`src/rtl/i2s_tx.sv`:
```
`default_nettype none
// ============================================================================
// Module   : i2s_tx
// Brief    : 16-bit stereo I2S transmitter, one-deep holding register,
//            underrun repeats the last frame. Define I2S_TX_UNDERRUN_FLAG_EN
//            to add the sticky underrun output.
// Revision : 1.0 - initial release
// ============================================================================
module i2s_tx #(
  parameter int BCLK_DIV = 8
) (
  input  logic        clk24,
  input  logic        rst,
  input  logic [15:0] sample_l,
  input  logic [15:0] sample_r,
  input  logic        in_valid,
  output logic        in_ready,
  output logic        bclk,
  output logic        lrck,
  output logic        sdata,
  output logic        frame_tick
`ifdef I2S_TX_UNDERRUN_FLAG_EN
  ,
  output logic        underrun
`endif
);

  localparam logic [7:0] c_div_last = 8'(BCLK_DIV - 1);

  logic [7:0]  r_div;
  logic        r_bclk;
  logic [4:0]  r_bitcnt;
  logic        r_lrck;
  logic        r_sdata;
  logic        r_tick;
  logic [31:0] r_shift;
  logic [31:0] r_hold;
  logic [31:0] r_last;
  logic        r_full;

  logic        w_wrap;
  logic        w_fall;
  logic [4:0]  w_next_cnt;
  logic        w_load;
  logic        w_xfer;
  logic [31:0] w_frame;

  assign w_wrap     = (r_div == c_div_last);
  assign w_fall     = w_wrap & r_bclk;
  assign w_next_cnt = r_bitcnt + 5'd1;
  assign w_load     = w_fall & (w_next_cnt == 5'd1);
  assign w_xfer     = in_valid & ~r_full;
  // An empty holding register at load time replays the previous frame.
  assign w_frame    = r_full ? r_hold : r_last;

  always_ff @(posedge clk24 or posedge rst) begin
    if (rst) begin
      r_div    <= 8'd0;
      r_bclk   <= 1'b0;
      r_bitcnt <= 5'd0;
      r_lrck   <= 1'b0;
      r_sdata  <= 1'b0;
      r_tick   <= 1'b0;
      r_shift  <= 32'd0;
      r_hold   <= 32'd0;
      r_last   <= 32'd0;
      r_full   <= 1'b0;
    end else begin
      r_div  <= w_wrap ? 8'd0 : r_div + 8'd1;
      r_tick <= w_load;
      if (w_wrap) begin
        r_bclk <= ~r_bclk;
      end
      if (w_fall) begin
        r_bitcnt <= w_next_cnt;
        r_lrck   <= w_next_cnt[4];
        if (w_load) begin
          r_shift <= w_frame;
          r_sdata <= w_frame[31];
          r_last  <= w_frame;
        end else begin
          // Bit 31 already went out at load, so the next bit is bit 30.
          r_shift <= {r_shift[30:0], 1'b0};
          r_sdata <= r_shift[30];
        end
      end
      // A new pair never bypasses into the shifter on a load edge.
      if (w_xfer) begin
        r_hold <= {sample_l, sample_r};
        r_full <= 1'b1;
      end else if (w_load) begin
        r_full <= 1'b0;
      end
    end
  end

`ifdef I2S_TX_UNDERRUN_FLAG_EN
  logic r_underrun;

  always_ff @(posedge clk24 or posedge rst) begin
    if (rst) begin
      r_underrun <= 1'b0;
    end else if (w_load && !r_full) begin
      r_underrun <= 1'b1;
    end
  end

  assign underrun = r_underrun;
`endif

  assign in_ready   = ~r_full;
  assign bclk       = r_bclk;
  assign lrck       = r_lrck;
  assign sdata      = r_sdata;
  assign frame_tick = r_tick;

endmodule
`default_nettype wire

```
`config.mk`:
```
export PLATFORM = sky130hd
export DESIGN_NAME = i2s_tx
export DESIGN_NICKNAME = d
export VERILOG_FILES = /design/src/rtl/i2s_tx.sv
export SDC_FILE = /design/constraint.sdc
export NUM_CORES = 1
export LEC_CHECK = 0
export CAP_MARGIN = 25
export CORE_UTILIZATION = 55
export DETAILED_ROUTE_END_ITERATION = 8
export PLACE_DENSITY = 0.76
export SYNTH_ARGS = -nofsm -noshare
export SYNTH_HDL_FRONTEND = slang
export SYNTH_SLANG_ARGS = --single-unit
```
`constraint.sdc`:
```
create_clock -name clk24 -period 5.6 [get_ports clk24]
set_input_delay 0.84 -clock clk24 [delete_from_list [all_inputs] [get_ports clk24]]
set_output_delay 0.84 -clock clk24 [all_outputs]
set_load 0.02 [all_outputs]
```
==> results.tsv, run 1 <==
metric	value	unit
holdWs	452.0	ps
arrival	3020	ps
cts_resized	0	
num_vias	3246	
crit_path_max_incr_delay	620	ps
critPathRequiredTime	5880	ps
grt_pass1_vias	3261	
yosysTopAreaCell	dfrtp_1	
yosysTopAreaCellShare	53.60	%
dp_hpwl	5111	µm
drive_gt1_share	19.28	%
nets	506	
critPathKind	register to register	
insertion_delay	370	ps
fp.coreArea	9240	µm²
rows	35	
via_per_inst	5.401	
port_buffers	39	
ant_nets	0	
start_util	56.59	%
areaGrowthSynthToFinish	11.77	%
n_antenna_cell	0	
syn_area	5229	µm²
grt_pass1_wl	15060	µm
grt_max_degree	74	
relSlewSlack	36.62	%
cts_root_buf	clkbuf_8	
synth_top_cells_by_area	dfrtp_1 (54%), mux2i_1 (12%), mux2_2 (6.5%)	
synth_nets	484	
synth_flop_cell	dfrtp_1	
h-tree-depth	3	
max_cap_violations	0	
cts.sinks	112	
synth_cell_types	34	
cp-end-kind	register	
finalSetupViolations	0	
synthCells	446	
crit_chain	ha_1, nand4bb_1, o311ai_4, buf_4, nand3_4, mux2i_1	
hold_path.class	register to register	
globalplace.congestion	0.7399	
ios	40	
powerDensity	278.7	nW/µm²
hold_viol_final	0	
final_area	5844	µm²
period_share	49.10	%
fin_tns_setup	0	ps
cts_max_path_buffers	2	
cts_buffers	9	
antenna_found_initial	0	
slew_violations	0	
postSynth.asyncResetShare	100.0	%
first_iter_violations	126	
die_area	9901	µm²
leakagePower	3.005	nW
vdd_drop_max	0.1652	mV
ys_seq_area_share	53.60	%
overflow	0	
setup_ws	2851	ps
fmax	363.7	MHz
clkTransAtPathRegs	90	ps
final_common_cell	dfrtp_1	
ys_warn_count	0	
rsz0062_at_grt	no	
final_cell_mix	dfrtp_1 (111), mux2i_1 (63), clkdlybuf4s50_1 (39)	
syn_avg_cell_area	11.72	µm²
worstMarginPinSlew	948.7	ps
crit_path_top_delay_cell	nand3_4	
synth_edf_count	0	
place_ws	2848	ps
routedWlPerCell	14.34	µm
cts_tree	built	
skew	11.81	ps
ctsHoldBuffers	0	
placed_cell_area	5620	µm²
track_usage	19.04	%
fp.dieW	99.51	µm
first_pass_iters	4	
crit_buf_inv	1	
cp_max_fo	65	
synth_seq_cells	112	
wirelength	8620	µm
cts_setup_buffers	0	
die_y	99.51	µm
startpoint_type	register	
crit_family	simple AND/OR/NAND/NOR gates	
status	finished, final reports clean	
finalCriticalPeriod	2749	ps
post-route-drc-count	0	
## final cells by class
type | instances | area (µm²)
clock buffers | 12 | 135.1
fillers | 762 | 3396
inverters | 36 | 137.6
well taps | 129 | 161.4
flip-flops and latches | 112 | 2804
repair buffers | 44 | 440.4
multi-input cells | 265 | 2097
clock inverters | 3 | 68.82
## per-stage QoR
step | instances | power [mW] | util (%)
after floorplan | 446 | 1.080 | -
after global placement | 585 | 1.134 | 60.83
after detailed placement | 585 | 1.146 | 60.83
after CTS | 600 | 1.653 | 63.03
after global routing | 601 | 1.715 | 63.25
final | 601 | 1.629 | 63.25
## per-layer routing
layer / vias up / part of all wire, % / global-route usage (%) / wire length [µm]
met4: 0 / 1.4 / 6.109 / 121
li1: 1587 / - / - / -
met3: 10 / 2.3 / 3.795 / 198
met5: - / 0 / 0 / 0
met2: 35 / 49 / 32.80 / 4252
met1: 1614 / 47 / 24.26 / 4048
## registers in the layout, summed over array words and instances (netlist names)
register / flops
r_hold: 32
r_last: 32
r_shift: 31
r_div: 8
r_bitcnt: 5
bclk: 1
frame_tick: 1
r_full: 1
sdata: 1
## power by group
group	leakage [nW]	internal, mW	switching, mW
logic	1.55	0.0946	0.0801
registers	1.35	0.902	0.0502
clock network	0.101	0.251	0.250
total	3.00	1.25	0.381
## cells in the mapped netlist (3+ instances only)
cell type and instances:
nand4_1 4, mux2_2 30, buf_4 3, buf_2 17, inv_1 36, nand3_1 4, o21ai_1 22, dfrtp_1 112
buf_6 6, xnor2_1 9, and3_1 3, nand2_1 35, a31o_2 32, a21oi_1 31, mux2i_1 63, ha_1 3
o21ai_0 10, clkbuf_1 7
## worst paths after layout
path | slack (ps) | cells past startpoint | start | endpoint
worst max-delay path | 2850 | 6 | r_bitcnt[1] | r_last[15]
worst min-delay path | 450 | 1 | r_div[0] | r_div[0]
worst max register to register | 2850 | 6 | r_bitcnt[1] | r_last[15]
worst min register to register | 450 | 1 | r_div[0] | r_div[0]
max in group asynchronous | 3540 | 3 | rst | r_shift[13]
min in group asynchronous | 1010 | 2 | rst | r_div[2]
## cells by family (layout without fill, tap and decap cells)
logic type,Yosys count,count (layout),share of synthesized area [%]
AOI/OAI and AO/OA,99,99,12.63
xor gates and xnor gates,11,11,1.843
adders and majority gates,3,3,0.7180
buffers and inverters,69,95,6.437
DFF,112,112,53.60
muxes,96,96,19.24
and+or+nand+nor,56,56,5.528
Power figures use the tool's default switching activity.
==> run 2, diff against run 1 <==
CORE_UTILIZATION = 53   (was 55)
clock period = 2.5 ns   (was 5.6 ns; I/O delays follow)
==> run 2 against run 1 <==
Net effect: non-clock buffer count grew 4; sequential power up 120%; critical path depth fell by 1; clock power grew 140%; design area is 1.7% higher; largest cell class unchanged.
==> results.tsv, run 2 (synthesis results as in run 1) <==
metric	value	unit	change
status	finished, final reports clean		
rsz0062_at_grt	no		
cts_resized	0		unchanged
routedWlPerCell	15.13	µm	+5.5%
hold_viol_final	0		unchanged
cts_root_buf	clkbuf_8		
fill_cells	748		-1.8%
clkTransAtPathRegs	100	ps	about the same
final_common_cell	dfrtp_1		
hold_path.class	register to register		
skew	11.12	ps	-0.6963 ps
finalCriticalPeriod	2310	ps	-439.9 ps
final_cell_mix	dfrtp_1 (111), mux2i_1 (63), clkdlybuf4s50_1 (39)		
cts.sinks	112		unchanged
period_share	92.38	%	+43 points
die_area	10270	µm²	+3.7%
via_per_inst	5.453		+0.96%
areaGrowthSynthToFinish	13.64	%	
arrival	2580	ps	-440 ps
cp_max_fo	32		-51%
crit_buf_inv	0		-1
power	3.725	mW	+130%
rows	35		unchanged
crit_path_top_delay_cell	nand3_4		
leakagePower	3.048	nW	+1.4%
cp-end-kind	register		
critPathKind	register to register		
vdd_drop_max	0.4414	mV	+170%
cts_tree	built		
cts_max_path_buffers	2		unchanged
ctsHoldBuffers	0		unchanged
die_y	101.3	µm	+1.8%
first_pass_iters	4		unchanged
ant_nets	0		unchanged
first_iter_violations	162		+29%
critPathRequiredTime	2770	ps	-3110 ps
dp_hpwl	5719	µm	+12%
drive_gt1_share	20.38	%	+1.1 points
max_cap_violations	0		unchanged
start_util	55.53	%	-1.1 points
fp.coreArea	9415	µm²	+1.9%
globalplace.congestion	0.7573		+2.4%
fin_tns_setup	0	ps	unchanged
wirelength	9154	µm	+6.2%
fmax	433.0	MHz	+19%
crit_path_max_incr_delay	540	ps	-80 ps
n_antenna_cell	0		unchanged
grt_pass1_wl	15860	µm	+5.3%
p_seq_share	57.4	%	-1.1 points
ios	40		unchanged
crit_family	simple AND/OR/NAND/NOR gates		
slew_violations	0		unchanged
netSwitchingPower	875.9	µW	+130%
nets	510		+0.79%
comb_power_share	10.7	%	about the same
startpoint_type	register		
port_buffers	39		unchanged
grt_pass1_vias	3322		+1.9%
p_sw_share	23.51	%	+0.13 points
finalSetupViolations	0		unchanged
num_vias	3299		+1.6%
powerDensity	626.9	nW/µm²	+120%
worstMarginPinSlew	621.9	ps	-326.7 ps
cts_setup_buffers	0		unchanged
cts_buffers	9		unchanged
p_int	2.849	mW	+130%
grt_max_degree	113		+53%
h-tree-depth	3		unchanged
antenna_found_initial	0		unchanged
fp.dieW	101.3	µm	+1.8%
track_usage	19.80	%	+0.76 points
insertion_delay	360	ps	about the same
overflow	0		unchanged
power_frac_clock	31.9	%	+1.1 points
relSlewSlack	58.54	%	+22 points
reg_top3	r_hold (32), r_last (32), r_shift (31)		
post-route-drc-count	0		unchanged
crit_chain	ha_1, and4bb_2, and3_1, nand3_4, mux2i_1		
==> run 2: cell count changes in the layout (fill, tap and decap cells not counted), sizes merged <==
cell      previous run  this run
clkinvlp             0         1
inv                 36        35
buf                  5         9
==> run 2: final timing paths <==
kind	start	endpoint	slack (ps)	depth (start not counted)
worst min-delay path	r_div[0]	r_div[0]	470	1
worst max register to register	r_div[0]	r_last[11]	190	5
max in group asynchronous	rst	r_hold[17]	1530	3
worst max-delay path	r_div[0]	r_last[11]	190	5
min in group asynchronous	rst	r_hold[23]	510	3
worst min register to register	r_div[0]	r_div[0]	470	1
==> run 2: stage by stage <==
| stage | instances | cell area (µm²) | hold WS, ps | utilization [%] | setup WS (ps) |
|---|---|---|---|---|---|
| detailed placement | 590 | 5722 | 458.6 | 60.77 | 183.7 |
| global route | 605 | 5942 | 486.0 | 63.11 | 56.17 |
| global placement | 590 | 5722 | 441.5 | 60.77 | 343.4 |
| finish | 605 | 5942 | 466.2 | 63.11 | 190.5 |
| CTS | 605 | 5942 | 472.8 | 63.11 | 178.4 |
| floorplan | 446 | 5233 | 425.1 | - | 767.5 |
==> run 2: metal layers <==
layer  track usage [%]  routed length, µm  vias up
li1                  -                  -     1597
met1             26.31               4306     1639
met2             32.55               4501       54
met3             4.900                252        9
met4             5.351                 94        0
met5                 0                  0        -
==> run 2: power groups by stage <==
| stage | Clock [mW] | Combinational (mW) | Sequential (mW) |
|---|---|---|---|
| floorplan | 0 | 0.284 | 2.14 |
| global placement | 0 | 0.383 | 2.16 |
| detailed placement | 0 | 0.405 | 2.17 |
| CTS | 1.23 | 0.408 | 2.14 |
| global route | 1.29 | 0.460 | 2.17 |
| finish | 1.19 | 0.399 | 2.14 |
==> run 2: area by class of cell <==
type | count | area (µm²) | area share, %
Clock buffer | 12 | 155.1 | 2.611
Clock inverter | 3 | 65.06 | 1.095
Inverter | 36 | 138.9 | 2.337
Multi-Input combinational cell | 265 | 2097 | 35.29
Sequential cell | 112 | 2804 | 47.19
Tap cell | 129 | 161.4 | 2.716
Timing Repair Buffer | 48 | 520.5 | 8.760
==> run 2: worst reg2reg max path: stages, from the launching register on <==
cell and delay, ps:
dfrtp_1 380, ha_1 240, and4bb_2 280, and3_1 390, nand3_4 550, mux2i_1 380
==> run 3, diff against run 2 <==
MAX_ROUTING_LAYER = met4   (was not set)
==> run 3 against run 2 <==
Net effect: total power about the same; global-route usage up 0.64 points; core utilization unchanged; largest power group unchanged.
==> results.tsv, run 3 (synthesis results as in run 1) <==
metric	value	unit	change
final_common_cell	dfrtp_1		
areaGrowthSynthToFinish	13.64	%	unchanged
start_util	55.53	%	unchanged
insertion_delay	360	ps	about the same
ios	40		unchanged
crit_chain	ha_1, and4bb_2, and3_1, nand3_4, mux2i_1		
cts_resized	0		unchanged
leakagePower	3.048	nW	unchanged
grt_max_degree	113		unchanged
powerDensity	626.4	nW/µm²	about the same
fp.coreArea	9415	µm²	unchanged
ant_nets	0		unchanged
final_cell_mix	dfrtp_1 (111), mux2i_1 (63), clkdlybuf4s50_1 (39)		
finalCriticalPeriod	2309	ps	-0.2130 ps
stdcell_count	605		unchanged
n_antenna_cell	0		unchanged
cts_buffers	9		unchanged
max_cap_violations	0		unchanged
cp_max_fo	32		unchanged
arrival	2580	ps	about the same
fmax	433.0	MHz	about the same
rows	35		unchanged
overflow	0		unchanged
routedWlPerCell	15.08	µm	-0.34%
dp_hpwl	5719	µm	unchanged
cts.sinks	112		unchanged
track_usage	20.43	%	+0.64 points
critPathRequiredTime	2770	ps	about the same
hp-start	r_div[0]		
h-tree-depth	3		unchanged
hold_path.class	register to register		
cts_setup_buffers	0		unchanged
cts_root_buf	clkbuf_8		
vdd_drop_max	0.4412	mV	about the same
crit_path_max_incr_delay	540	ps	about the same
register_area	2804	µm²	unchanged
rsz0062_at_grt	no		
cts_max_path_buffers	2		unchanged
critPathLaunch	r_div[0]		
r2r_start	r_div[0]		
wirelength	9123	µm	-0.34%
drive_gt1_share	20.38	%	unchanged
period_share	92.37	%	about the same
ctsHoldBuffers	0		unchanged
fill_cells	748		unchanged
grt_pass1_wl	15840	µm	about the same
relSlewSlack	58.39	%	-0.15 points
slew_violations	0		unchanged
worstMarginPinSlew	624.2	ps	+2.222 ps
finalSetupViolations	0		unchanged
reg_top3	r_hold (32), r_last (32), r_shift (31)		
cts_tree	built		
fin_tns_setup	0	ps	unchanged
nets	510		unchanged
cp-end-kind	register		
fp.dieW	101.3	µm	unchanged
die_y	101.3	µm	unchanged
clkTransAtPathRegs	100	ps	about the same
first_iter_violations	154		-4.9%
hold_viol_final	0		unchanged
via_per_inst	5.496		+0.79%
grt_pass1_vias	3332		+0.30%
antenna_found_initial	0		unchanged
skew	12.18	ps	+1.060 ps
crit_path_top_delay_cell	nand3_4		
post-route-drc-count	0		unchanged
place_inst	590		unchanged
startpoint_type	register		
port_buffers	39		unchanged
die_area	10270	µm²	unchanged
first_pass_iters	4		unchanged
status	finished, final reports clean		
critPathKind	register to register		
num_vias	3325		+0.79%
globalplace.congestion	0.7671		+1.3%
multiInputGateArea	2097	µm²	unchanged
[run 3: cell counts in the layout (fill, tap and decap cells not counted)]
Identical to the previous run, type by type.
[run 3: path summary, 6_finish.rpt]
check                                   to  cells after the start  slack, ps
worst max register to register  r_last[11]                      5        190
max in group asynchronous       r_hold[19]                      3       1510
min in group asynchronous       r_hold[23]                      3        500
worst min-delay path              r_div[0]                      1        470
worst min register to register    r_div[0]                      1        470
worst max-delay path            r_last[11]                      5        190
[run 3: metrics by stage]
step	utilization [%]	setup slack (ps)	hold slack, ps	instance area, µm²	power [mW]
after floorplan	-	767.5	425.1	5233	2.420
after global placement	60.77	343.4	441.5	5722	2.543
after detailed placement	60.77	183.7	458.6	5722	2.576
after CTS	63.11	178.4	472.8	5942	3.778
after global routing	63.11	56.17	486.0	5942	3.919
final	63.11	190.7	466.2	5942	3.722
[run 3: per-layer routing]
| layer | GRT usage [%] | share of wire (%) | up-vias |
|---|---|---|---|
| met5 | - | 0 | - |
| met4 | 5.351 | 1.0 | 0 |
| met3 | 4.900 | 2.8 | 9 |
| met2 | 32.76 | 49 | 56 |
| met1 | 26.13 | 47 | 1659 |
| li1 | - | - | 1601 |
[run 3: area by class of cell]
cell class / instances / area share (%)
flip-flops and latches: 112 / 47.19
multi-input cells: 265 / 35.29
repair buffers: 48 / 8.760
well taps: 129 / 2.716
clock buffers: 12 / 2.611
inverters: 36 / 2.337
clock inverters: 3 / 1.095
[run 3: where the power goes]
part	switching, mW	total [mW]	leakage (nW)	internal, mW
registers	0.117	2.14	1.35	2.02
clock network	0.572	1.19	0.112	0.614
logic	0.184	0.399	1.58	0.215
total	0.873	3.72	3.05	2.85
[run 3: critical path: cells and delay by family (launching register included)]
kind,cells,cell delay (ps)
adder cells (fa/ha/maj),1,240
AND/OR/NAND/NOR,3,1210
multiplexers,1,350
flip-flops,1,380
